## config.mk

```make
export PLATFORM = sky130hd
export DESIGN_NAME = storage_regfile
export DESIGN_NICKNAME = d
export VERILOG_FILES = /design/src/rtl/storage_pkg.sv /design/src/rtl/storage_rd_port.sv /design/src/rtl/storage_regfile.sv
export SDC_FILE = /design/constraint.sdc
export NUM_CORES = 1
export LEC_CHECK = 0
export ABC_CLOCK_PERIOD_IN_PS = 2200
export BUFFER_PORTS_ARGS = -buffer_cell sky130_fd_sc_hd__buf_2
export CORE_UTILIZATION = 35
export DETAILED_ROUTE_END_ITERATION = 10
export GPL_ROUTABILITY_DRIVEN = 0
export PLACE_DENSITY = 0.61
export SYNTH_ARGS = -nofsm -noshare
export SYNTH_HDL_FRONTEND = slang
export SYNTH_SLANG_ARGS = --single-unit
```

## constraint.sdc

```tcl
create_clock -name CLK -period 2.2 [get_ports CLK]
set_clock_uncertainty 0.1 [all_clocks]
set_input_delay 0.11 -clock CLK [delete_from_list [all_inputs] [get_ports CLK]]
set_output_delay 0.11 -clock CLK [all_outputs]
set_load 0.02 [all_outputs]
```

## src/rtl/storage_pkg.sv

```systemverilog
// Shared definitions for the storage register file and its read ports.
package storage_pkg;

  // Address width for a given depth: ceil(log2(depth)), never narrower than one bit.
  function automatic int addr_w(input int depth);
    return (depth <= 2) ? 1 : $clog2(depth);
  endfunction

  // Value every entry takes on reset or clear, replicated across the data width.
  localparam logic ENTRY_RST_BIT = 1'b0;

endpackage

```

## src/rtl/storage_rd_port.sv

```systemverilog
// One registered read port: range check, write-to-read bypass and the
// response register. The entry array and valid bits are owned by the top.
module storage_rd_port
  import storage_pkg::*;
#(
  parameter int WIDTH  = 8,
  parameter int DEPTH  = 4,
  parameter int ADDR_W = addr_w(DEPTH)
) (
  input  logic                        clk,
  input  logic                        rst,
  input  logic                        clr,
  input  logic                        en,
  input  logic [ADDR_W-1:0]           addr,
  input  logic [DEPTH-1:0][WIDTH-1:0] entries,
  input  logic [DEPTH-1:0]            valid_mask,
  input  logic [DEPTH-1:0]            wr_sel,     // decoded write, already in range
  input  logic [WIDTH-1:0]            wr_data,
  output logic [WIDTH-1:0]            data,
  output logic                        hit,
  output logic                        vld,
  output logic                        addr_err    // this port's enabled read is out of range
);

  logic [DEPTH-1:0] rd_sel;
  logic [WIDTH-1:0] next_data;
  logic             next_hit;

  // Decode the read address and pick stored, bypassed or zero data.
  always_comb begin
    // NOTE: every variable gets a default before any branch, so no path leaves one unassigned and no latch is inferred.
    rd_sel    = '0;
    next_data = {WIDTH{ENTRY_RST_BIT}};
    next_hit  = 1'b0;
    for (int i = 0; i < DEPTH; i++) begin
      rd_sel[i] = (addr == ADDR_W'(i));
    end
    // A clear in the same cycle wins over both storage and bypass.
    if (!clr) begin
      for (int i = 0; i < DEPTH; i++) begin
        if (rd_sel[i]) begin
          if (wr_sel[i]) begin
            next_data = wr_data;
            next_hit  = 1'b1;
          end else begin
            next_data = entries[i];
            next_hit  = valid_mask[i];
          end
        end
      end
    end
  end

  // No decoded entry means the address is beyond DEPTH.
  assign addr_err = en && (rd_sel == '0);

  // Response register: strobe every cycle, data/hit only updated on a request.
  always_ff @(posedge clk or posedge rst) begin
    // NOTE: state uses non-blocking assignments so every register samples pre-edge values.
    if (rst) begin
      data <= {WIDTH{ENTRY_RST_BIT}};
      hit  <= 1'b0;
      vld  <= 1'b0;
    end else begin
      vld <= en;
      if (en) begin
        data <= next_data;
        hit  <= next_hit;
      end
    end
  end

endmodule

```

## src/rtl/storage_regfile.sv

```systemverilog
// DEPTH x WIDTH register file: one write port, two registered read ports,
// per-entry valid bits, synchronous clear and sticky out-of-range flag.
module storage_regfile
  import storage_pkg::*;
#(
  parameter  int WIDTH  = 8,
  parameter  int DEPTH  = 4,
  localparam int ADDR_W = addr_w(DEPTH)
) (
  input  logic              CLK,
  input  logic              RST,
  input  logic              CLR,
  input  logic              WR_EN,
  input  logic [ADDR_W-1:0] WR_ADDR,
  input  logic [WIDTH-1:0]  WR_DATA,
  input  logic              RD_A_EN,
  input  logic [ADDR_W-1:0] RD_A_ADDR,
  output logic [WIDTH-1:0]  RD_A_DATA,
  output logic              RD_A_HIT,
  output logic              RD_A_VLD,
  input  logic              RD_B_EN,
  input  logic [ADDR_W-1:0] RD_B_ADDR,
  output logic [WIDTH-1:0]  RD_B_DATA,
  output logic              RD_B_HIT,
  output logic              RD_B_VLD,
  output logic [DEPTH-1:0]  VALID_MASK,
  output logic              ADDR_ERR
);

  localparam logic [DEPTH-1:0][WIDTH-1:0] ENTRIES_RST = {DEPTH{{WIDTH{ENTRY_RST_BIT}}}};

  logic [DEPTH-1:0][WIDTH-1:0] entries;
  logic [DEPTH-1:0]            wr_sel;
  logic                        wr_err;
  logic                        a_err;
  logic                        b_err;

  // One-hot write decode; an out-of-range address selects nothing.
  always_comb begin
    wr_sel = '0;
    for (int i = 0; i < DEPTH; i++) begin
      wr_sel[i] = WR_EN && (WR_ADDR == ADDR_W'(i));
    end
  end

  assign wr_err = WR_EN && (wr_sel == '0);

  // Entry array and valid bits: reset and clear zero everything, clear beats a write.
  always_ff @(posedge CLK or posedge RST) begin
    // NOTE: the array is reset on purpose, because a read of a never-written entry must return zero data.
    if (RST) begin
      entries    <= ENTRIES_RST;
      VALID_MASK <= '0;
    end else if (CLR) begin
      entries    <= ENTRIES_RST;
      VALID_MASK <= '0;
    end else begin
      for (int i = 0; i < DEPTH; i++) begin
        if (wr_sel[i]) begin
          entries[i]    <= WR_DATA;
          VALID_MASK[i] <= 1'b1;
        end
      end
    end
  end

  // Sticky range error from any enabled access; only reset clears it.
  always_ff @(posedge CLK or posedge RST) begin
    if (RST) begin
      ADDR_ERR <= 1'b0;
    end else if (wr_err || a_err || b_err) begin
      ADDR_ERR <= 1'b1;
    end
  end

  storage_rd_port #(
    .WIDTH (WIDTH),
    .DEPTH (DEPTH),
    .ADDR_W(ADDR_W)
  ) u_rd_a (
    .clk       (CLK),
    .rst       (RST),
    .clr       (CLR),
    .en        (RD_A_EN),
    .addr      (RD_A_ADDR),
    .entries   (entries),
    .valid_mask(VALID_MASK),
    .wr_sel    (wr_sel),
    .wr_data   (WR_DATA),
    .data      (RD_A_DATA),
    .hit       (RD_A_HIT),
    .vld       (RD_A_VLD),
    .addr_err  (a_err)
  );

  storage_rd_port #(
    .WIDTH (WIDTH),
    .DEPTH (DEPTH),
    .ADDR_W(ADDR_W)
  ) u_rd_b (
    .clk       (CLK),
    .rst       (RST),
    .clr       (CLR),
    .en        (RD_B_EN),
    .addr      (RD_B_ADDR),
    .entries   (entries),
    .valid_mask(VALID_MASK),
    .wr_sel    (wr_sel),
    .wr_data   (WR_DATA),
    .data      (RD_B_DATA),
    .hit       (RD_B_HIT),
    .vld       (RD_B_VLD),
    .addr_err  (b_err)
  );

endmodule
```

# Word-level counts from Yosys, hierarchy flattened
# Index checks and enable logic that the tools add are counted.
# totals
regBits	57
in_bits	20
out_inout_bits	25
wordCells	66
# op_classes
n_eq_ne	9
n_mux	30
n_reduce_logical	15
# ops
op	count
$mux 8	14
$mux 32	1
$mux 1	14
$eq 2x2->1 const B	6
$logic_not 4->1	3
$logic_and 1x1->1	7
$eq 2x1->1 const B	3
$logic_not 2->1	3
$mux 4	1
$logic_or 1x1->1	2

# Depth between registers and ports, before layout
# logic_depth
ltp_word	8
depth_mapped	6
mapped_depth_nobuf	4

# Cells and area by module
# Synthesis repeated with hierarchy kept, for this count alone.
# unflattened
hier_cells	306
area_unflattened_um2	3513.4
# by_module_without_submodules
module	instances	cells_each	area_per_inst_um2	seq_area_each_um2
storage_rd_port	2	86	937.1	250.2
storage_regfile	1	134	1639.1	925.9

# Least setup slack after synthesis
# OpenSTA, ideal clock, no wires.
# synth_path
path_type	input port to flip-flop
startpoint	in WR_ADDR[1]
endpoint	reg u_rd_b.data[4]
setup_ns	0.126
arrival_time_ns	1.130
required_ns	1.974
path_slack_ns	0.844
stages	5
n_path_buf	1
cell_sequence	nor3b_2 -> buf_6 -> mux2i_1 -> mux2i_1 -> a221o_1
# synth_via
elab_chain_cells	8
word_cells_on_any_way	17
cone_classes	3 x eq/ne; 9 x mux; 5 x reduce/logical
# synth_lines
element	line_no	source
start, declared	storage_regfile.sv:14	input logic [ADDR_W-1:0] WR_ADDR,
$logic_not 2->1	storage_regfile.sv:42	wr_sel[i] = WR_EN && (WR_ADDR == ADDR_W'(i));
$logic_and 1x1->1	storage_regfile.sv:42	
$mux 8	storage_rd_port.sv:42	if (wr_sel[i]) begin
$mux 8 (3 in series)	storage_rd_port.sv:41	if (rd_sel[i]) begin
$mux 8 (*)	storage_rd_port.sv:41	
$mux 8 (*)	storage_rd_port.sv:39	if (!clr) begin
end signal, assigned	storage_rd_port.sv:61	data <= {WIDTH{ENTRY_RST_BIT}};
end signal, assigned	storage_rd_port.sv:67	data <= next_data;
end, declared	storage_rd_port.sv:19	output logic [WIDTH-1:0] data,
# Mark *: on every way between the ends. The rest lies on a longest branch, timed or not.
# A chain may end at the register's enable or synchronous reset.

==> impl_metrics.toml <==
[run_status]
outcome = "completed"

[critical_path]
path_max_fanout = 5
required_ns = 2.38
critPathKind = "primary input to flip-flop"
end_kind = "flip-flop"
cp_data_arrival_time_ns = 1.86
start_kind = "primary input"

[timing]
fmax_mhz = 593
period_minus_slack_ns = 1.69
relSlewSlack_pct = 53.4
finalMaxSlewViolations = 0
worst_pin_slew_ns = 0.698
finalSetupTns_ns = 0
finalCritPeriodShare_pct = 76.7
setup_violations = 0
hold_violations = 0
fin_ws_ns = 0.513
rsz0062_at_grt = "no"

[floorplan]
chipHeight_um = 93.7
initial_core_util_pct = 36.0
fp.dieW_um = 93.7
ios = 45
core_area_sq_um = 8180
num_rows = 33
die_area_sq_um = 8790

[detailed_routing]
wl_um = 7760
ant_nets = 0
drt-initial-drc-count = 132
drc = 0
dr.pass1.iters = 4
num_vias = 2374
wl_per_cell_um = 17.9
avgViaCountPerCell = 5.48

[placement]
dpl.hpwl_um = 5260
post-place-ws_ns = 0.388
portBuffers = 44

[logic_synthesis]
ys.flop_type = "dfrtp_1"
syn_area_sq_um = 2950
seq_area_frac_synth_pct = 48.4
synth_edf_count = 0
avgSynthCellArea_sq_um = 10.8
netlist.top_cell.by_area = "dfrtp_1"
synth_area_leaders = "dfrtp_1, mux2i_1, nor2_1"
yosysWarnings = 0
ys_types = 43
yosys.area.top_type_share_pct = 48.4
synth_cells = 272
ys_seq_elements = 57
synth_common_cells = "dfrtp_1, mux2i_1, nor2_1, a221o_1, nand2_1"
async_flop_share_pct = 100
syn-num-nets = 292
synth_most_common_cell = "dfrtp_1"

[global_route]
antenna_found_initial = 0
gr-usage-all-layers_pct = 19.5
grt-ovfl-total = 0
grt_first_pass_wirelength_um = 12600
grt_max_degree = 58
grt_pass1_vias = 2318

[clock_network]
clock_path_buffers = 2
htree_levels = 3
postCtsSetupBuffers = 0
clkLatencyLatePin_ns = 0.34
cts_resized = 0
clkSinkCount = 57
cts_buffers = 9
root_buffer = "clkbuf_8"
path_clk_slew_ns = 0.06
cts_tree = "done"

[layout]
ff_latch_area_sq_um = 1430
drive_gt1_share_pct = 25.0
antenna_cells = 0
fillers = 818
num-nets-final = 343
syn2layout_area_growth_pct = 20.9
multi_input_area_sq_um = 1380

[worst_hold_path]
hp-class = "primary input to flip-flop"

[job]
cap_violations = 0

[power]
leakage_nw = 1.79
powerDensity_nw_per_um2 = 735
ir_drop_mv = 0.366
## area by class of cell
| cell class | count | area share [%] |
|---|---|---|
| flip-flops and latches | 57 | 40.1 |
| multi-input cells | 187 | 38.8 |
| repair buffers | 59 | 10.1 |
| clock buffers | 11 | 4.25 |
| well taps | 105 | 3.69 |
| clock inverters | 5 | 2.18 |
| inverters | 9 | 0.949 |
## worst paths after layout
path                                       from  cells past startpoint  slack, ns                         end
max                                     RD_B_EN                      6       0.51  u_rd_b.data[3]$_DFFE_PP0P_
min                                         CLR                      2       0.03        entries[2]$_DFF_PP0_
max reg2reg                entries[0]$_DFF_PP0_                      3       0.87  u_rd_a.data[0]$_DFFE_PP0P_
min reg2reg                ADDR_ERR$_DFFE_PP0P_                      0       0.27        ADDR_ERR$_DFFE_PP0P_
max in group asynchronous                   RST                      4       1.47  u_rd_a.data[3]$_DFFE_PP0P_
min in group asynchronous                   RST                      4       0.26      u_rd_b.hit$_DFFE_PP0P_
## registers in the layout (all words and copies together), names as in the netlist
| register | flops |
|---|---|
| u_rd_a.vld | 1 |
| entries | 32 |
| VALID_MASK | 4 |
| u_rd_a.hit | 1 |
| u_rd_b.data | 8 |
| u_rd_b.hit | 1 |
| u_rd_a.data | 8 |
| ADDR_ERR | 1 |
| u_rd_b.vld | 1 |
## critical path: stages
cell and delay [ns]:
dlygate4sd3_1 0.52, buf_2 0.16, nor3b_1 0.60, nand2_1 0.15, o22ai_1 0.19, a221o_1 0.14
## cells by family (layout without fill, tap and decap cells)
| family | Yosys count | after routing | share of synthesized area [%] |
|---|---|---|---|
| flip-flops | 57 | 57 | 48.4 |
| buffers and inverters | 28 | 84 | 4.67 |
| multiplexers | 50 | 50 | 17.8 |
| AND/OR/NAND/NOR | 82 | 82 | 14.5 |
| XOR/XNOR | 2 | 2 | 0.595 |
| AO/OA/AOI/OAI | 53 | 53 | 14.0 |
## layout by cell type (no fill, tap or decap), types with 6 or more instances in the layout
master	n
dfrtp_1	57
buf_2	44
mux2i_1	42
nor2_1	41
a221o_1	12
nand2_1	11
clkbuf_8	11
a211oi_1	9
buf_4	9
o22ai_1	8
inv_1	6
mux2_2	6
## metrics by stage
step	cell area (sq um)	hold slack, ns	utilization (%)	std cells	total power [mW]
floorplan	2950	0.0414	-	272	1.37
global placement	3280	0.0900	40.1	412	1.50
detailed placement	3280	0.0927	40.1	412	1.50
CTS	3560	0.00609	43.5	433	2.64
global route	3560	0.0322	43.5	433	2.73
finish	3560	0.0269	43.5	433	2.62
## power breakdown
part	total [mW]	switching (mW)	internal, mW	leakage (nW)
Clock	1.13	0.431	0.695	0.115
Combinational	0.371	0.232	0.139	0.904
Sequential	1.12	0.0254	1.09	0.775
## repair_timing
| item | in CTS | in global routing |
|---|---|---|
| hold endpoints to repair | 62 | 0 |
| hold buffers | 5 | 0 |
| endpoints found under the setup margin | 0 | 0 |
## routing by layer
layer	global-route usage (%)	wire [um]
met1	26.9	3750
met2	30.2	3560
met3	4.21	329
met4	6.54	112
met5	0	0
Note: power is estimated with default switching activity, not from simulation.
